<file path="src/rtl/mem_pkg.sv">
// rtl/mem_pkg.sv - shared types for the MAR/MDR memory access unit
package mem_pkg;

  typedef enum logic [1:0] {
    MAU_IDLE,
    MAU_ACCESS,
    MAU_DONE
  } mau_state_t;

endpackage

</file>
<file path="src/rtl/mem_access_unit_if.sv">
// rtl/mem_access_unit_if.sv - datapath request side and SRAM side of the access unit
interface mem_access_unit_if #(
  parameter int ADDR_W = 16,
  parameter int DATA_W = 16
);

  logic [DATA_W-1:0] bus_in;
  logic              LD_MAR;
  logic              LD_MDR;
  logic              req_valid;
  logic              req_we;
  logic              req_ready;
  logic              done;
  logic              err;
  logic [ADDR_W-1:0] MAR;
  logic [DATA_W-1:0] MDR;
  logic [ADDR_W-1:0] mem_addr;
  logic [DATA_W-1:0] mem_wdata;
  logic [DATA_W-1:0] mem_rdata;
  logic              mem_ready;
  logic              mem_ce_n;
  logic              mem_oe_n;
  logic              mem_we_n;

  modport master (
    output bus_in, LD_MAR, LD_MDR, req_valid, req_we, mem_rdata, mem_ready,
    input  req_ready, done, err, MAR, MDR, mem_addr, mem_wdata,
    input  mem_ce_n, mem_oe_n, mem_we_n
  );

  modport slave (
    input  bus_in, LD_MAR, LD_MDR, req_valid, req_we, mem_rdata, mem_ready,
    output req_ready, done, err, MAR, MDR, mem_addr, mem_wdata,
    output mem_ce_n, mem_oe_n, mem_we_n
  );

endinterface

</file>
<file path="src/rtl/mem_access_unit_reg_n.sv">
// rtl/mem_access_unit_reg_n.sv - W-bit register with synchronous reset and load enable
module reg_n #(
  parameter int W = 16
) (
  input  logic         Clk,
  input  logic         Reset,
  input  logic         i_en,
  input  logic [W-1:0] i_d,
  output logic [W-1:0] o_q
);

  logic [W-1:0] r_q;

  always_ff @(posedge Clk) begin
    if (Reset) begin
      r_q <= '0;
    end else if (i_en) begin
      r_q <= i_d;
    end
  end

  assign o_q = r_q;

endmodule

</file>
<file path="src/rtl/mem_access_unit.sv">
// rtl/mem_access_unit.sv - MAR/MDR pair running multi-cycle SRAM accesses via req/done
module mem_access_unit
  import mem_pkg::*;
#(
  parameter int ADDR_W      = 16,
  parameter int DATA_W      = 16,
  parameter int WAIT_CYCLES = 2,
  parameter int USE_READY   = 0,
  parameter int TIMEOUT     = 255
) (
  input  logic              Clk,
  input  logic              Reset,
  mem_access_unit_if.slave  bus
);

  localparam int CNT_MAX = (WAIT_CYCLES > TIMEOUT) ? WAIT_CYCLES : TIMEOUT;
  localparam int CW      = $clog2(CNT_MAX + 1);

  mau_state_t        r_state;
  logic [CW-1:0]     r_cnt;
  logic              r_we;
  logic              r_ready;
  logic              r_done;
  logic              r_err;
  logic              r_ce_n;
  logic              r_oe_n;
  logic              r_we_n;

  logic              w_idle;
  logic              w_finish;
  logic              w_timeout;
  logic              w_mar_en;
  logic              w_mdr_en;
  logic [DATA_W-1:0] w_mdr_d;
  logic [ADDR_W-1:0] w_mar;
  logic [DATA_W-1:0] w_mdr;

  always_comb begin
    w_idle    = (r_state == MAU_IDLE);
    w_timeout = 1'b0;
    if (USE_READY != 0) begin
      w_finish  = bus.mem_ready;
      w_timeout = !bus.mem_ready && (r_cnt == CW'(TIMEOUT - 1));
    end else begin
      w_finish  = (r_cnt == CW'(WAIT_CYCLES - 1));
    end
    // A request in the same cycle as a load wins; the access uses the held MAR/MDR.
    w_mar_en = w_idle && bus.LD_MAR && !bus.req_valid;
    w_mdr_en = w_idle && bus.LD_MDR && !bus.req_valid;
    w_mdr_d  = bus.bus_in;
    if ((r_state == MAU_ACCESS) && w_finish && !r_we) begin
      w_mdr_en = 1'b1;
      w_mdr_d  = bus.mem_rdata;
    end
  end

  reg_n #(.W(ADDR_W)) u_mar (
    .Clk   (Clk),
    .Reset (Reset),
    .i_en  (w_mar_en),
    .i_d   (bus.bus_in[ADDR_W-1:0]),
    .o_q   (w_mar)
  );

  reg_n #(.W(DATA_W)) u_mdr (
    .Clk   (Clk),
    .Reset (Reset),
    .i_en  (w_mdr_en),
    .i_d   (w_mdr_d),
    .o_q   (w_mdr)
  );

  always_ff @(posedge Clk) begin
    if (Reset) begin
      r_state <= MAU_IDLE;
      r_cnt   <= '0;
      r_we    <= 1'b0;
      r_ready <= 1'b1;
      r_done  <= 1'b0;
      r_err   <= 1'b0;
      r_ce_n  <= 1'b1;
      r_oe_n  <= 1'b1;
      r_we_n  <= 1'b1;
    end else begin
      case (r_state)
        MAU_IDLE: begin
          if (bus.req_valid) begin
            r_state <= MAU_ACCESS;
            r_we    <= bus.req_we;
            r_cnt   <= '0;
            r_ready <= 1'b0;
            r_ce_n  <= 1'b0;
            r_oe_n  <= bus.req_we;
            r_we_n  <= !bus.req_we;
          end
        end
        MAU_ACCESS: begin
          r_cnt <= r_cnt + CW'(1);
          if (w_finish || w_timeout) begin
            r_state <= MAU_DONE;
            r_done  <= 1'b1;
            r_err   <= w_timeout;
            r_ce_n  <= 1'b1;
            r_oe_n  <= 1'b1;
            r_we_n  <= 1'b1;
          end
        end
        MAU_DONE: begin
          r_state <= MAU_IDLE;
          r_done  <= 1'b0;
          r_err   <= 1'b0;
          r_ready <= 1'b1;
        end
        default: begin
          r_state <= MAU_IDLE;
          r_ready <= 1'b1;
        end
      endcase
    end
  end

  assign bus.req_ready = r_ready;
  assign bus.done      = r_done;
  assign bus.err       = r_err;
  assign bus.MAR       = w_mar;
  assign bus.MDR       = w_mdr;
  assign bus.mem_addr  = w_mar;
  assign bus.mem_wdata = w_mdr;
  assign bus.mem_ce_n  = r_ce_n;
  assign bus.mem_oe_n  = r_oe_n;
  assign bus.mem_we_n  = r_we_n;

endmodule

</file>
<file path="src/flat_wrapper.sv">
// flat-port wrapper written by rule: the top's interface ports become plain ports
module mem_access_unit_flat import mem_pkg::*;
#(
  parameter int ADDR_W      = 16,
  parameter int DATA_W      = 16,
  parameter int WAIT_CYCLES = 2,
  parameter int USE_READY   = 0,
  parameter int TIMEOUT     = 255
)
  (Clk, Reset, bus_bus_in, bus_LD_MAR, bus_LD_MDR, bus_req_valid, bus_req_we, bus_mem_rdata, bus_mem_ready, bus_req_ready, bus_done, bus_err, bus_MAR, bus_MDR, bus_mem_addr, bus_mem_wdata, bus_mem_ce_n, bus_mem_oe_n, bus_mem_we_n);
  mem_access_unit_if #(.ADDR_W(ADDR_W), .DATA_W(DATA_W)) bus_i ();
  input  logic Clk;
  input  logic Reset;
  input wire logic [$bits(bus_i.bus_in)-1:0] bus_bus_in;
  input wire logic [$bits(bus_i.LD_MAR)-1:0] bus_LD_MAR;
  input wire logic [$bits(bus_i.LD_MDR)-1:0] bus_LD_MDR;
  input wire logic [$bits(bus_i.req_valid)-1:0] bus_req_valid;
  input wire logic [$bits(bus_i.req_we)-1:0] bus_req_we;
  input wire logic [$bits(bus_i.mem_rdata)-1:0] bus_mem_rdata;
  input wire logic [$bits(bus_i.mem_ready)-1:0] bus_mem_ready;
  output wire logic [$bits(bus_i.req_ready)-1:0] bus_req_ready;
  output wire logic [$bits(bus_i.done)-1:0] bus_done;
  output wire logic [$bits(bus_i.err)-1:0] bus_err;
  output wire logic [$bits(bus_i.MAR)-1:0] bus_MAR;
  output wire logic [$bits(bus_i.MDR)-1:0] bus_MDR;
  output wire logic [$bits(bus_i.mem_addr)-1:0] bus_mem_addr;
  output wire logic [$bits(bus_i.mem_wdata)-1:0] bus_mem_wdata;
  output wire logic [$bits(bus_i.mem_ce_n)-1:0] bus_mem_ce_n;
  output wire logic [$bits(bus_i.mem_oe_n)-1:0] bus_mem_oe_n;
  output wire logic [$bits(bus_i.mem_we_n)-1:0] bus_mem_we_n;
  assign bus_i.bus_in = bus_bus_in;
  assign bus_i.LD_MAR = bus_LD_MAR;
  assign bus_i.LD_MDR = bus_LD_MDR;
  assign bus_i.req_valid = bus_req_valid;
  assign bus_i.req_we = bus_req_we;
  assign bus_i.mem_rdata = bus_mem_rdata;
  assign bus_i.mem_ready = bus_mem_ready;
  assign bus_req_ready = bus_i.req_ready;
  assign bus_done = bus_i.done;
  assign bus_err = bus_i.err;
  assign bus_MAR = bus_i.MAR;
  assign bus_MDR = bus_i.MDR;
  assign bus_mem_addr = bus_i.mem_addr;
  assign bus_mem_wdata = bus_i.mem_wdata;
  assign bus_mem_ce_n = bus_i.mem_ce_n;
  assign bus_mem_oe_n = bus_i.mem_oe_n;
  assign bus_mem_we_n = bus_i.mem_we_n;
  mem_access_unit #(.ADDR_W(ADDR_W), .DATA_W(DATA_W), .WAIT_CYCLES(WAIT_CYCLES), .USE_READY(USE_READY), .TIMEOUT(TIMEOUT)) u_core (.Clk(Clk), .Reset(Reset), .bus(bus_i));
endmodule
</file>
<file path="config.mk">
export PLATFORM = sky130hd
export DESIGN_NAME = mem_access_unit_flat
export DESIGN_NICKNAME = d
export VERILOG_FILES = /design/src/rtl/mem_pkg.sv /design/src/rtl/mem_access_unit_if.sv /design/src/rtl/mem_access_unit_reg_n.sv /design/src/rtl/mem_access_unit.sv /design/src/flat_wrapper.sv
export SDC_FILE = /design/constraint.sdc
export NUM_CORES = 1
export LEC_CHECK = 0
export CAP_MARGIN = 20
export CORE_ASPECT_RATIO = 0.5
export CORE_MARGIN = 4
export CORE_UTILIZATION = 35
export DETAILED_ROUTE_END_ITERATION = 8
export GPL_TIMING_DRIVEN = 0
export PLACE_DENSITY = 0.7
export SYNTH_ARGS = -nofsm -noshare
export SYNTH_HDL_FRONTEND = slang
export SYNTH_HIERARCHICAL = 1
export SYNTH_SLANG_ARGS = --single-unit
</file>
<file path="constraint.sdc">
create_clock -name Clk -period 6.7 [get_ports Clk]
set_input_delay 1.34 -clock Clk [delete_from_list [all_inputs] [get_ports Clk]]
set_output_delay 1.34 -clock Clk [all_outputs]
set_load 0.02 [all_outputs]
</file>
==> results of run 1 <==
[critical path, cell delays in order, from the launching register on]
cell and delay, ns:
dfxtp_1 0.43, ha_1 0.19, or4b_4 0.49, nor4_4 0.63
buf_6 0.25, a21o_2 0.11, buf_6 0.14, buf_12 0.15
mux2i_1 0.20, nor2_1 0.05
[cell usage in the layout, fill, tap and decap left out, types with 2 or more instances in the layout]
cell / instances
nand2b_1: 2
nand2_1: 6
mux2i_1: 33
nor3b_1: 3
buf_4: 33
nand3_1: 4
dfxtp_1: 48
o211ai_1: 2
buf_2: 2
o21bai_1: 2
mux2_2: 17
nor3_1: 5
o21ai_0: 3
buf_1: 3
clkbuf_16: 5
inv_1: 2
clkdlybuf4s50_1: 105
or3_1: 3
a211oi_1: 2
buf_6: 3
buf_12: 2
clkbuf_1: 4
nor2_1: 36
a21oi_1: 12
ha_1: 2
[per-layer routing]
layer,vias to the layer above,global-route usage,share of wire
li1,1014,-,-
met1,944,0.171,0.43
met2,46,0.284,0.52
met3,5,0.0419,0.039
met4,0,0.0369,0.0065
met5,-,0,0
[Yosys cell counts, types with 2 or more instances]
master,n,share of area
o21bai_1,2,0.0063
a21oi_1,12,0.025
buf_1,3,0.0048
clkbuf_1,4,0.0063
mux2i_1,33,0.14
mux2_2,17,0.081
buf_6,3,0.014
o21ai_0,3,0.0063
nand3_1,4,0.0085
nand2b_1,2,0.0053
nor3b_1,3,0.0095
o211ai_1,2,0.0063
nand2_1,6,0.0095
a211oi_1,2,0.0063
nor3_1,5,0.011
buf_2,2,0.0042
or3_1,3,0.0079
nor2_1,36,0.057
ha_1,2,0.011
buf_4,33,0.10
buf_12,2,0.017
dfxtp_1,48,0.41
inv_1,2,0.0032
[final cells by class]
class	instances	area, um2	share of cell area
Buffer	47	358	0.0968
Clock buffer	5	125	0.0339
Clock inverter	3	42.5	0.0115
Inverter	2	7.51	0.00203
Multi-Input combinational cell	145	1040	0.282
Sequential cell	48	961	0.260
Tap cell	88	110	0.0298
Timing Repair Buffer	105	1050	0.284
[flip-flops by register name, summed over array words and instances (netlist names)]
name / count
u_core/bus.done: 1
u_core/r_state: 2
u_core/bus.mem_we_n: 1
u_core/bus.mem_oe_n: 1
u_core/r_we: 1
u_core/bus.req_ready: 1
u_core/r_cnt: 8
u_core/u_mdr/o_q: 16
u_core/bus.mem_ce_n: 1
u_core/u_mar/o_q: 16
[how the worst min path moves through the flow]
stage / from / to / slack, ns / depth (start not counted)
after detailed placement: u_core/bus.mem_ce_n$_SDFFE_PP1P_ / u_core/bus.mem_ce_n$_SDFFE_PP1P_ / 0.47 / 2
after floorplan: u_core/r_we$_SDFFE_PP0P_ / u_core/r_we$_SDFFE_PP0P_ / 0.47 / 2
after CTS: u_core/bus.done$_SDFFE_PP0P_ / u_core/bus.done$_SDFFE_PP0P_ / 0.49 / 2
after global routing: u_core/bus.mem_ce_n$_SDFFE_PP1P_ / u_core/bus.mem_ce_n$_SDFFE_PP1P_ / 0.52 / 2
after global placement: u_core/bus.mem_ce_n$_SDFFE_PP1P_ / u_core/bus.mem_ce_n$_SDFFE_PP1P_ / 0.45 / 2
final: u_core/r_we$_SDFFE_PP0P_ / u_core/r_we$_SDFFE_PP0P_ / 0.49 / 2
[logic make-up (layout without fill, tap and decap cells)]
kind of cell	count (synthesis)	after routing	share of synthesized area
flops	48	48	0.406
mux	50	50	0.220
other cells	1	1	0.00158
buf+inv	49	162	0.154
compound gates	25	25	0.0650
simple gates	67	67	0.142
fa+ha+maj	2	2	0.0106
[where the power goes]
part,internal (mW),total (mW),switching [mW]
clock network,0.175,0.280,0.105
registers,0.300,0.313,0.0120
logic,0.101,0.182,0.0806
total,0.577,0.774,0.197
==> flow_summary.json, run 1 <==
{
  "rrSetupSlack_ns": 3.92,
  "setup_violations": 0,
  "synth_cell_types": 36,
  "worst_ep_required_time_ns": 6.87,
  "rows": 20,
  "grt_max_degree": 16,
  "cp-endpoint": "u_core/u_mdr/o_q[12]$_SDFFE_PP0P_",
  "setup.worst_path.end_class": "flop",
  "layout-drive-gt1-share": 0.200,
  "finClkSkew_ns": 0.00372,
  "start_util": 0.375,
  "core_area_mm2": 0.00631,
  "final_cells": 443,
  "hp-class": "reg -> reg",
  "avgViaCountPerCell": 4.53,
  "ioPinCount": 109,
  "critPathLaunch": "u_core/r_cnt[0]$_SDFFE_PP0P_",
  "num_vias": 2009,
  "grt_pass1_vias": 1964,
  "cp-start-kind": "flop",
  "dpl-instance-area_mm2": 0.00353,
  "dpl.cell_count": 435,
  "overflow": 0,
  "cp_data_arrival_time_ns": 2.95,
  "period_minus_slack_ns": 2.78,
  "totalWireLength_mm": 6.18,
  "grtUsageTotal": 0.151,
  "clock-sinks": 48,
  "die_x_um": 124,
  "leakagePower_nw": 1.42,
  "worstMarginPinSlew_ns": 0.660,
  "reg2reg_depth": 9,
  "fin_crit_sh": 0.414,
  "cts_tree": "yes",
  "max_slew_margin": 0.556,
  "drv_cap": 0,
  "final_area_mm2": 0.00370,
  "io_buffer_count": 105,
  "drt_iter0_drc": 51,
  "cts_setup_buffers": 0,
  "ir_drop_mv": 0.118,
  "async_flop_share": 0,
  "nNetsFinal": 395,
  "power.density_mw_per_mm2": 210,
  "cts_max_level": 2,
  "rsz0062_at_grt": "no",
  "synth_area_mm2": 0.00237,
  "grt_pass1_wl_mm": 9.97,
  "antenna_found_initial": 0,
  "syn-num-nets": 283,
  "max_clock_freq_mhz": 360,
  "dp_slack_ns": 3.76,
  "areaGrowthSynthToFinish_pct": 56.1,
  "setup.worst_path.class": "reg -> reg",
  "synth_warnings": 6,
  "drtPass1Iterations": 4,
  "yosys_register_bits": 48,
  "drc": 0,
  "wire_per_inst_um": 13.9,
  "synthCells": 242,
  "hold_buffers": 0,
  "seq_area_frac_synth": 0.406,
  "regToRegEndpoint": "u_core/u_mdr/o_q[12]$_SDFFE_PP0P_",
  "status": "complete, no violations",
  "ant_nets": 0,
  "worst_hold_slack_ns": 0.490,
  "insertion_delay_ns": 0.28,
  "die-area_mm2": 0.00822,
  "crit_path_max_fanout": 10,
  "hold_viol": 0,
  "ys.flop_type": "dfxtp_1",
  "timing.rr.start": "u_core/r_cnt[0]$_SDFFE_PP0P_",
  "fillers": 572,
  "final_util": 0.586,
  "cts.path.max_buffers": 2,
  "cts_made_buffers": 5,
  "die_h_um": 66.2,
  "syn_area_per_cell_um2": 9.78,
  "maxSlewViolCount": 0,
  "gp_congestion": 0.746,
  "dp_hpwl_mm": 4.96,
  "post_cts_resize_count": 0,
  "diodes": 0,
  "clk_pin_slew_worst_paths_ns": 0.06,
  "clockRootBuffer": "clkbuf_16",
  "synth_edf_count": 0,
  "total_power_uw": 774,
  "fin_tns_setup_ns": 0,
  "setup_ws_ns": 3.92
}
(Power assumes the default switching activity.)
==> run 2, diff against run 1 <==
clock period = 2.7 ns   (was 6.7 ns; I/O delays follow)
==> flow_summary.json, run 2 (synthesis gave the netlist of run 1 again) <==
{
  "cts_tree": "yes",
  "setup.worst_path.end_class": "flop",
  "grt_pass1_wl_mm": 10.0,
  "insertion_delay_ns": 0.28,
  "die_h_um": 66.2,
  "met2_length_mm": 3.25,
  "hold_buffers": 0,
  "clock-sinks": 48,
  "slowest_delay_ns": 0.49,
  "cp-endpoint": "u_core/u_mdr/o_q[12]$_SDFFE_PP0P_",
  "core_area_mm2": 0.00631,
  "dr.max_layer_used": "met4",
  "layout-drive-gt1-share": 0.202,
  "setup_ws_ns": 0.175,
  "drtPass1Iterations": 4,
  "reg2reg_depth": 9,
  "worst_ep_required_time_ns": 2.87,
  "final_util": 0.587,
  "grtUsageTotal": 0.152,
  "final_cells": 444,
  "wl_met3_um": 237,
  "crit_path_max_fanout": 10,
  "num_vias": 2011,
  "power.density_mw_per_mm2": 519,
  "crit_slowest_cell": "or4b_4",
  "totalWireLength_mm": 6.19,
  "dp_hpwl_mm": 4.96,
  "rows": 20,
  "clk_pin_slew_worst_paths_ns": 0.06,
  "worst_hold_slack_ns": 0.490,
  "drt_iter0_drc": 67,
  "drc": 0,
  "setup.worst_path.class": "reg -> reg",
  "diodes": 0,
  "max_slew_margin": 0.547,
  "io_buffer_count": 105,
  "dpl.cell_count": 435,
  "finClkSkew_ns": 0.00373,
  "max_clock_freq_mhz": 396,
  "final_common_cell": "clkdlybuf4s50_1",
  "die_x_um": 124,
  "rsz0062_at_grt": "no",
  "regToRegEndpoint": "u_core/u_mdr/o_q[12]$_SDFFE_PP0P_",
  "timing.rr.start": "u_core/r_cnt[0]$_SDFFE_PP0P_",
  "regArea_um2": 961,
  "setup_violations": 0,
  "nNetsFinal": 396,
  "avgViaCountPerCell": 4.53,
  "period_minus_slack_ns": 2.53,
  "grt_max_degree": 16,
  "final_area_mm2": 0.00370,
  "hold_viol": 0,
  "ioPinCount": 109,
  "cp_common_cell": "buf_6",
  "hp-class": "reg -> reg",
  "grt_pass1_vias": 1976,
  "clockRootBuffer": "clkbuf_16",
  "worstMarginPinSlew_ns": 0.678,
  "start_util": 0.375,
  "status": "complete, no violations",
  "antenna_found_initial": 0,
  "cts_made_buffers": 5,
  "fin_crit_sh": 0.935,
  "ir_drop_mv": 0.293,
  "ant_nets": 0,
  "wire_per_inst_um": 14.0,
  "dpl-instance-area_mm2": 0.00353,
  "leakagePower_nw": 1.42,
  "cts_max_level": 2,
  "dp_slack_ns": -0.0588,
  "cp-start-kind": "flop",
  "fillers": 571,
  "fin_tns_setup_ns": 0,
  "cp_data_arrival_time_ns": 2.70,
  "gp_congestion": 0.746,
  "multiInputGateArea_mm2": 0.00104,
  "total_power_mw": 1.92,
  "final_cell_mix": "105 x clkdlybuf4s50_1, 48 x dfxtp_1, 36 x nor2_1, 34 x buf_4, 33 x mux2i_1",
  "areaGrowthSynthToFinish_pct": 56.4,
  "m1WireLength_mm": 2.66,
  "overflow": 0,
  "drv_cap": 0,
  "die-area_mm2": 0.00822,
  "maxSlewViolCount": 0,
  "critPathLaunch": "u_core/r_cnt[0]$_SDFFE_PP0P_",
  "rrSetupSlack_ns": 0.17,
  "cts.path.max_buffers": 2,
  "cp_cell_sequence": "ha_1, or4b_4, nor4_4, buf_6, a21o_2, buf_6, buf_12, mux2i_1, nor2_1"
}
## run 2: cell count changes in the layout (fill, tap and decap cells not counted), sizes merged
cell  change
buf       +1
## run 2: routing by layer
layer  vias to the layer above  track usage
li1                       1018            -
met5                         -            0
met1                       941        0.172
met3                         5       0.0419
met2                        47        0.287
met4                         0       0.0369
## run 2: worst min path at each step
| stage | slack (ns) | cells past startpoint | startpoint | endpoint |
|---|---|---|---|---|
| 2_1_floorplan | 0.47 | 2 | u_core/r_we$_SDFFE_PP0P_ | u_core/r_we$_SDFFE_PP0P_ |
| 3_3_place_gp | 0.45 | 2 | u_core/bus.mem_ce_n$_SDFFE_PP1P_ | u_core/bus.mem_ce_n$_SDFFE_PP1P_ |
| 3_5_place_dp | 0.47 | 2 | u_core/bus.mem_ce_n$_SDFFE_PP1P_ | u_core/bus.mem_ce_n$_SDFFE_PP1P_ |
| 4_1_cts | 0.49 | 2 | u_core/bus.done$_SDFFE_PP0P_ | u_core/bus.done$_SDFFE_PP0P_ |
| 5_1_grt | 0.52 | 2 | u_core/bus.mem_ce_n$_SDFFE_PP1P_ | u_core/bus.mem_ce_n$_SDFFE_PP1P_ |
| 6_report | 0.49 | 2 | u_core/bus.done$_SDFFE_PP0P_ | u_core/bus.done$_SDFFE_PP0P_ |
## run 2: critical path: cells and delay by family, from the launching register on
family                   cells  cell delay [ns]
AO/OA/AOI/OAI                1             0.11
AND/OR/NAND/NOR              3             0.95
multiplexers                 1             0.20
buffers and inverters        3             0.51
flip-flops                   1             0.43
adder cells (fa/ha/maj)      1             0.19
## run 2: what timing repair did
item,in CTS,in global routing
gates resized for setup,0,0
endpoints found under the hold margin,0,0
setup buffers,1,0
setup endpoints to repair,10,0
## run 2: final cells by class
cell class | instances | area share
multi-input combinational | 145 | 0.281
timing repair buffer | 106 | 0.286
sequential | 48 | 0.259
clock inverter | 3 | 0.0115
buffer | 47 | 0.0966
clock buffer | 5 | 0.0338
inverter | 2 | 0.00203
tap | 88 | 0.0297
## run 2: where the power goes
group	switching, mW	internal [mW]
clock	0.260	0.435
sequential	0.0300	0.746
combinational	0.200	0.252
